`src/rtl/dac_pacer.sv`:
```
// Paces FIFO samples onto the DAC bus at rate_div+1 clocks/sample; primes first, holds the last sample and counts underruns.
// Read-to-DAC latency is 2 cycles; there is no backpressure. DAC_OFFSET_BINARY_EN selects offset-binary output (MSB inverted).
module dac_pacer #(
   parameter int DATA_WIDTH = 14,
   parameter int DIV_WIDTH  = 16,
   parameter int CNT_WIDTH  = 16
) (
   input  logic                  clk,
   input  logic                  rst_n,
   input  logic                  enable,
   input  logic [DIV_WIDTH-1:0]  rate_div,
   input  logic                  clr_underrun,
   input  logic                  fifo_empty,
   input  logic                  fifo_almst_empty,
   input  logic [DATA_WIDTH-1:0] fifo_rd_data,
   output logic                  fifo_rd_en,
   output logic [DATA_WIDTH-1:0] dac_data,
   output logic                  dac_wr,
   output logic                  running,
   output logic                  underrun,
   output logic [CNT_WIDTH-1:0]  underrun_cnt
);

   typedef enum logic [1:0] {IDLE, PRIME, RUN, STARVED} state_t;

`ifdef DAC_OFFSET_BINARY_EN
   localparam logic [DATA_WIDTH-1:0] MIDSCALE = {1'b1, {(DATA_WIDTH-1){1'b0}}};
`else
   localparam logic [DATA_WIDTH-1:0] MIDSCALE = '0;
`endif

   function automatic logic [DATA_WIDTH-1:0] to_dac(input logic [DATA_WIDTH-1:0] v);
`ifdef DAC_OFFSET_BINARY_EN
      return {~v[DATA_WIDTH-1], v[DATA_WIDTH-2:0]};
`else
      return v;
`endif
   endfunction

   state_t               state_q, state_d;
   logic [DIV_WIDTH-1:0] tick_cnt_q;
   logic                 active_q, active_d;
   logic                 tick;
   logic                 underrun_evt;
   logic                 rd_pend_q;

   assign active_q = (state_q == RUN) || (state_q == STARVED);
   assign active_d = (state_d == RUN) || (state_d == STARVED);

   always_ff @(posedge clk or negedge rst_n) begin
      if (!rst_n) state_q <= IDLE;
      else        state_q <= state_d;
   end

   always_comb begin
      state_d = state_q;
      case (state_q)
         IDLE:    if (enable) state_d = PRIME;
         PRIME:   if (!fifo_almst_empty) state_d = RUN;
         RUN:     if (tick && fifo_empty) state_d = STARVED;
         STARVED: if (!fifo_almst_empty) state_d = RUN;
         default: state_d = IDLE;
      endcase
      if (!enable) state_d = IDLE;
   end

   always_comb begin
      tick         = 1'b0;
      fifo_rd_en   = 1'b0;
      underrun_evt = 1'b0;
      if (active_q) tick = (tick_cnt_q >= rate_div);
      if (state_q == RUN && tick) begin
         if (!fifo_empty) fifo_rd_en   = 1'b1;
         else             underrun_evt = 1'b1;
      end
      if (state_q == STARVED && tick) underrun_evt = 1'b1;
   end

   // Counter only runs while staying within RUN/STARVED, so PRIME->RUN starts it from zero
   always_ff @(posedge clk or negedge rst_n) begin
      if (!rst_n) begin
         tick_cnt_q <= '0;
         running    <= 1'b0;
      end else begin
         running <= active_q;
         if (active_q && active_d) tick_cnt_q <= tick ? '0 : tick_cnt_q + 1'b1;
         else                      tick_cnt_q <= '0;
      end
   end

   always_ff @(posedge clk or negedge rst_n) begin
      if (!rst_n) begin
         rd_pend_q <= 1'b0;
         dac_wr    <= 1'b0;
         dac_data  <= MIDSCALE;
      end else begin
         rd_pend_q <= fifo_rd_en;
         dac_wr    <= rd_pend_q;
         if (rd_pend_q) dac_data <= to_dac(fifo_rd_data);
      end
   end

   // An event coinciding with a clear wins and restarts the count at one
   always_ff @(posedge clk or negedge rst_n) begin
      if (!rst_n) begin
         underrun     <= 1'b0;
         underrun_cnt <= '0;
      end else if (underrun_evt) begin
         underrun <= 1'b1;
         if (clr_underrun)             underrun_cnt <= {{(CNT_WIDTH-1){1'b0}}, 1'b1};
         else if (underrun_cnt != '1)  underrun_cnt <= underrun_cnt + 1'b1;
      end else if (clr_underrun) begin
         underrun     <= 1'b0;
         underrun_cnt <= '0;
      end
   end

endmodule

```
`config.mk`:
```
export PLATFORM = sky130hd
export DESIGN_NAME = dac_pacer
export DESIGN_NICKNAME = d
export VERILOG_FILES = /design/src/rtl/dac_pacer.sv
export SDC_FILE = /design/constraint.sdc
export NUM_CORES = 1
export LEC_CHECK = 0
export CORE_MARGIN = 5
export CORE_UTILIZATION = 45
export DETAILED_ROUTE_END_ITERATION = 12
export HOLD_SLACK_MARGIN = 0.15
export PLACE_DENSITY = 0.77
export SETUP_SLACK_MARGIN = 0.1
export SLEW_MARGIN = 40
export SYNTH_ARGS = -nofsm -noshare
export SYNTH_HDL_FRONTEND = slang
export SYNTH_SLANG_ARGS = --single-unit
```
`constraint.sdc`:
```
create_clock -name clk -period 2.09 [get_ports clk]
set_input_delay 0.3135 -clock clk [delete_from_list [all_inputs] [get_ports clk]]
set_output_delay 0.3135 -clock clk [all_outputs]
set_load 0.03 [all_outputs]
```
# Word-level counts from Yosys, hierarchy flattened
# Index checks and enable logic that the tools add are counted.
[word_totals]
register_bits = 52
latch_bits = 0
ramBits = 0
romBits = 0
inputBits = 36
out_inout_bits = 34
word_cells = 46
memories = 0
[classes]
n_addsub = 2
mul = 0
div_mod_pow = 0
magnitude_cmp = 1
n_eq_ne = 6
n_shift = 0
muxes = 18
n_bitwise = 0
n_reduce_logical = 11
[ops]
columns = ["op", "count"]
rows = [
  ["$mux 16", 6],
  ["$add 16x1->16 const B", 2],
  ["$ge 16x16->1", 1],
  ["$ne 16x16->1 const B", 1],
  ["$eq 2x2->1 const B", 4],
  ["$mux 1", 8],
  ["$mux 2", 3],
  ["$pmux 2 s3", 1],
  ["$logic_and 1x1->1", 4],
  ["$reduce_bool 2->1", 2],
  ["$eq 2x1->1 const B", 1],
  ["$logic_not 2->1", 1],
  ["$logic_or 1x1->1", 2],
  ["$reduce_and 2->1", 1],
  ["$reduce_or 2->1", 1],
]

# Logic depth before layout (Yosys ltp)
[logic_depth]
ltp_word = 11
depth_mapped = 10
mapped_depth_nobuf = 8

# Worst setup path after synthesis
# OpenSTA, ideal clock, no wires.
[synth_path]
path_kind = "register -> output"
start = "reg tick_cnt_q[13]"
end = "out fifo_rd_en"
t_arrival_ns = 2.292
required_ns = 1.776
slack_ns = -0.515
stages_incl_launch_ff = 9
n_path_buf = 2
cell_sequence = "dfrtp_1 > ha_1 > nand4_1 > nor3_1 > a311oi_2 > and2_4 > buf_6 > buf_4 > nor3_1"
[synth_between]
elab_chain_cells = 4
[synth_lines]
columns = ["element", "line_no", "text"]
rows = [
  ["start: declaration", "41", "logic [DIV_WIDTH-1:0] tick_cnt_q;"],
  ["start signal: assignment", "86", "if (active_q && active_d) tick_cnt_q <= tick ? '0 : tick_cnt_q + 1'b1;"],
  ["$ge 16x16->1", "71", "if (active_q) tick = (tick_cnt_q >= rate_div);"],
  ["$mux 1", "71", ""],
  ["$logic_and 1x1->1", "72", "if (state_q == RUN && tick) begin"],
  ["$mux 1", "72", ""],
  ["end: declaration", "16", "output logic fifo_rd_en,"],
]
# Every way passes these cells.

# Final worst setup path
[layout_path]
start = "reg tick_cnt_q[0]"
end = "out fifo_rd_en"
# The elaborated chain is that of the path after synthesis.

==> metrics.yaml <==
mostFrequentLayoutCells: "clkdlybuf4s50_1, dfrtp_1, buf_4"
max_stage_delay_ns: 0.39
powerDensity_mw_per_mm2: 427
seq_area_mm2: 0.00130
syn_avg_cell_area_um2: 10.5
die_h_um: 90.2
clk_path_buf_depth: 2
post-route-drc-count: 0
seq_area_frac_synth_pct: 45.0
yosysWarnings: 0
multi_input_area_mm2: 0.00161
finalSetupViolCount: 33
period_minus_slack_ns: 2.54
synth_top_family_by_area: "simple AND/OR/NAND/NOR gates"
arrival_ns: 2.23
antenna_found_initial: 0
period_share_pct: 122
synthAdderAreaFrac_pct: 7.79
cts_root_buf: "clkbuf_8"
cp_num_cells: 8
grt_usage_pct: 17.2
synth-seq-cells: 52
p_sw_mw: 0.457
max_clock_freq_mhz: 394
grt.busiest_layer: "met2"
hold_path_class: "primary input to asynchronous set/reset pin"
seq_power_share_pct: 56.1
routed_wl_um: 7240
synthSimpleGateAreaFrac_pct: 22.1
dpl.hpwl_um: 5120
gr-usage-met1_pct: 23.3
maxSlewViolCount: 0
fin_nets: 443
io_pins: 70
drtAntennaViolNets: 0
num_rows: 29
die_area_mm2: 0.00813
portBuffers: 69
die_w_um: 90.2
worstMarginPinSlew_ns: 0.565
grt_max_degree: 20
start_kind: "register"
synth_compound_area_share_pct: 10.0
first_global_vias: 2502
synth_flop_cell: "dfrtp_1"
grt_pass1_wl_um: 11800
ys_types: 45
rsz0062_at_grt: "true"
cp_max_fo: 2
place_congestion: 0.833
crit_required_ns: 1.78
core_mm2: 0.00631
p_leak_nw: 1.86
worst_slack_ns: -0.450
skew_ns: 0.0115
comb_power_share_pct: 10.4
end_kind: "primary output"
vias_per_cell: 5.37
switching_share_pct: 25.3
drv_cap: 0
syn2layout_area_growth_pct: 46.6
reg2reg_depth: 10
clkSlewWorstSetupHoldPaths_ns: 0.11
synth_edf_count: 0
status: "finished, violations left"
clock_latency_ns: 0.31
path_class: "register to primary output"
path_cells: "inv_1 -> ha_1 -> nand2b_4 -> a2111o_1 -> a311oi_2 -> and2_4 -> nor3_4 -> buf_6"
initial_core_util_pct: 45.8
violations: "setup timing"
critPathBufInv: 2
num-fill-cells: 493
async_flop_share_pct: 100
use_met3_pct: 3.17
numCtsBuffers: 5
instances_no_fill: 467
finalPower_mw: 1.81
ir_worst_vdd_mv: 0.228
synth_xor_area_share_pct: 4.24
synth_mux_area_share_pct: 6.23
antenna-diode-count: 0
cts_tree: "yes"
wire_per_inst_um: 15.5
hold_viol_final: 0
path_delay_family: "compound AO/OA/AOI/OAI gates"
htreeDepth: 2
dp_cells: 448
clockPowerShare_pct: 33.4
groute.layer.met2.usage_pct: 28.5
syn-cell-area_mm2: 0.00289
clkSinkCount: 52
grt-ovfl-total: 0
cp_slowest_cell: "a2111o_1"
drive_gt1_share_pct: 29.2
drtPass1Iterations: 5
slew_headroom_pct: 62.3
drt_iter0_drc: 83
synthCells: 276
layout_commonest_cell: "clkdlybuf4s50_1"
vias: 2507
synth_nets: 330
p_int_mw: 1.35
power groups by stage:
stage	registers (mW)	logic (mW)	clock network, mW
after floorplan	1.04	0.0558	0
after global placement	1.04	0.174	0
after detailed placement	1.04	0.178	0
after CTS	1.02	0.181	0.619
after global routing	1.02	0.209	0.664
final	1.02	0.188	0.605
metrics by stage:
stage | TNS, ns | utilization, % | hold WS [ns] | cell area, µm² | worst slack (ns)
final | -10.20 | 67.1 | 0.462 | 4240 | -0.450
after global routing | -13.54 | 67.1 | 0.498 | 4240 | -0.542
after CTS | -7.25 | 65.2 | 0.466 | 4120 | -0.408
after detailed placement | -18.66 | 61.8 | 0.281 | 3900 | -0.632
after global placement | -17.78 | 61.8 | 0.279 | 3900 | -0.601
after floorplan | -2.21 | - | 0.0179 | 2920 | -0.183
cells by family after synthesis:
family / count (synthesis)
AND/OR/NAND/NOR: 105
flip-flops: 52
AO/OA/AOI/OAI: 41
buffers and inverters: 30
adder cells (fa/ha/maj): 18
multiplexers: 16
XOR/XNOR: 14
layout make-up:
cell class | count | share of cell area, %
sequential | 52 | 30.7
clock buffer | 5 | 1.62
inverter | 22 | 1.95
clock inverter | 3 | 0.620
multi-input combinational | 195 | 38.1
tap | 77 | 2.27
timing repair buffer | 113 | 24.7
what timing repair did:
| action | CTS | global route |
|---|---|---|
| gates cloned | 1 | 1 |
| hold endpoints to repair | 17 | 0 |
| setup buffers | 4 | 4 |
| gates resized for setup | 33 | 19 |
| pin swaps | 13 | 11 |
| setup endpoints to repair | 35 | 35 |
| hold buffers | 1 | 0 |
per-layer routing:
metal | vias up | part of all wire, %
met5 | - | 0
met4 | 0 | 0.99
met3 | 6 | 4.9
met2 | 69 | 49
met1 | 1207 | 45
li1 | 1225 | -
synth_stat cells, types with 2 or more instances:
cell type | number | area share (%)
mux2_1 | 2 | 0.78
inv_1 | 22 | 2.9
o21ai_0 | 6 | 1.0
ha_1 | 18 | 7.8
nor2_1 | 14 | 1.8
o211ai_1 | 2 | 0.52
clkbuf_1 | 3 | 0.39
nor4_1 | 4 | 0.87
buf_2 | 2 | 0.35
nor3_1 | 5 | 0.87
or2_2 | 2 | 0.43
and3_1 | 7 | 1.5
nand3_1 | 12 | 2.1
nor2_4 | 8 | 3.1
nand2b_1 | 4 | 0.87
o41ai_1 | 3 | 0.91
xor2_1 | 8 | 2.4
a21oi_1 | 10 | 1.7
o31ai_1 | 5 | 1.3
mux2_2 | 14 | 5.5
nand4_1 | 14 | 3.0
or4_1 | 8 | 2.1
nor2_2 | 2 | 0.43
nor2b_1 | 3 | 0.65
o311ai_0 | 2 | 0.61
nand2_1 | 14 | 1.8
xnor2_1 | 6 | 1.8
dfrtp_1 | 52 | 45
o21a_1 | 5 | 1.3
o31a_1 | 3 | 0.91
buf_6 | 2 | 0.78
registers in the layout, indices dropped and copies added (netlist names):
| register | count |
|---|---|
| tick_cnt_q | 16 |
| state_q | 2 |
| underrun | 1 |
| underrun_cnt | 16 |
| dac_wr | 1 |
| dac_data | 14 |
| rd_pend_q | 1 |
| running | 1 |
final timing paths:
check / from / endpoint / slack [ns]
max: tick_cnt_q[0] / fifo_rd_en / -0.45
min: rst_n / dac_data[10] / 0.46
max reg2reg: tick_cnt_q[0] / underrun_cnt[7] / -0.40
min reg2reg: dac_data[6] / dac_data[6] / 0.51
max in group asynchronous: rst_n / underrun_cnt[14] / 1.00
min in group clk: dac_data[6] / dac_data[6] / 0.51
(Power assumes the default switching activity.)
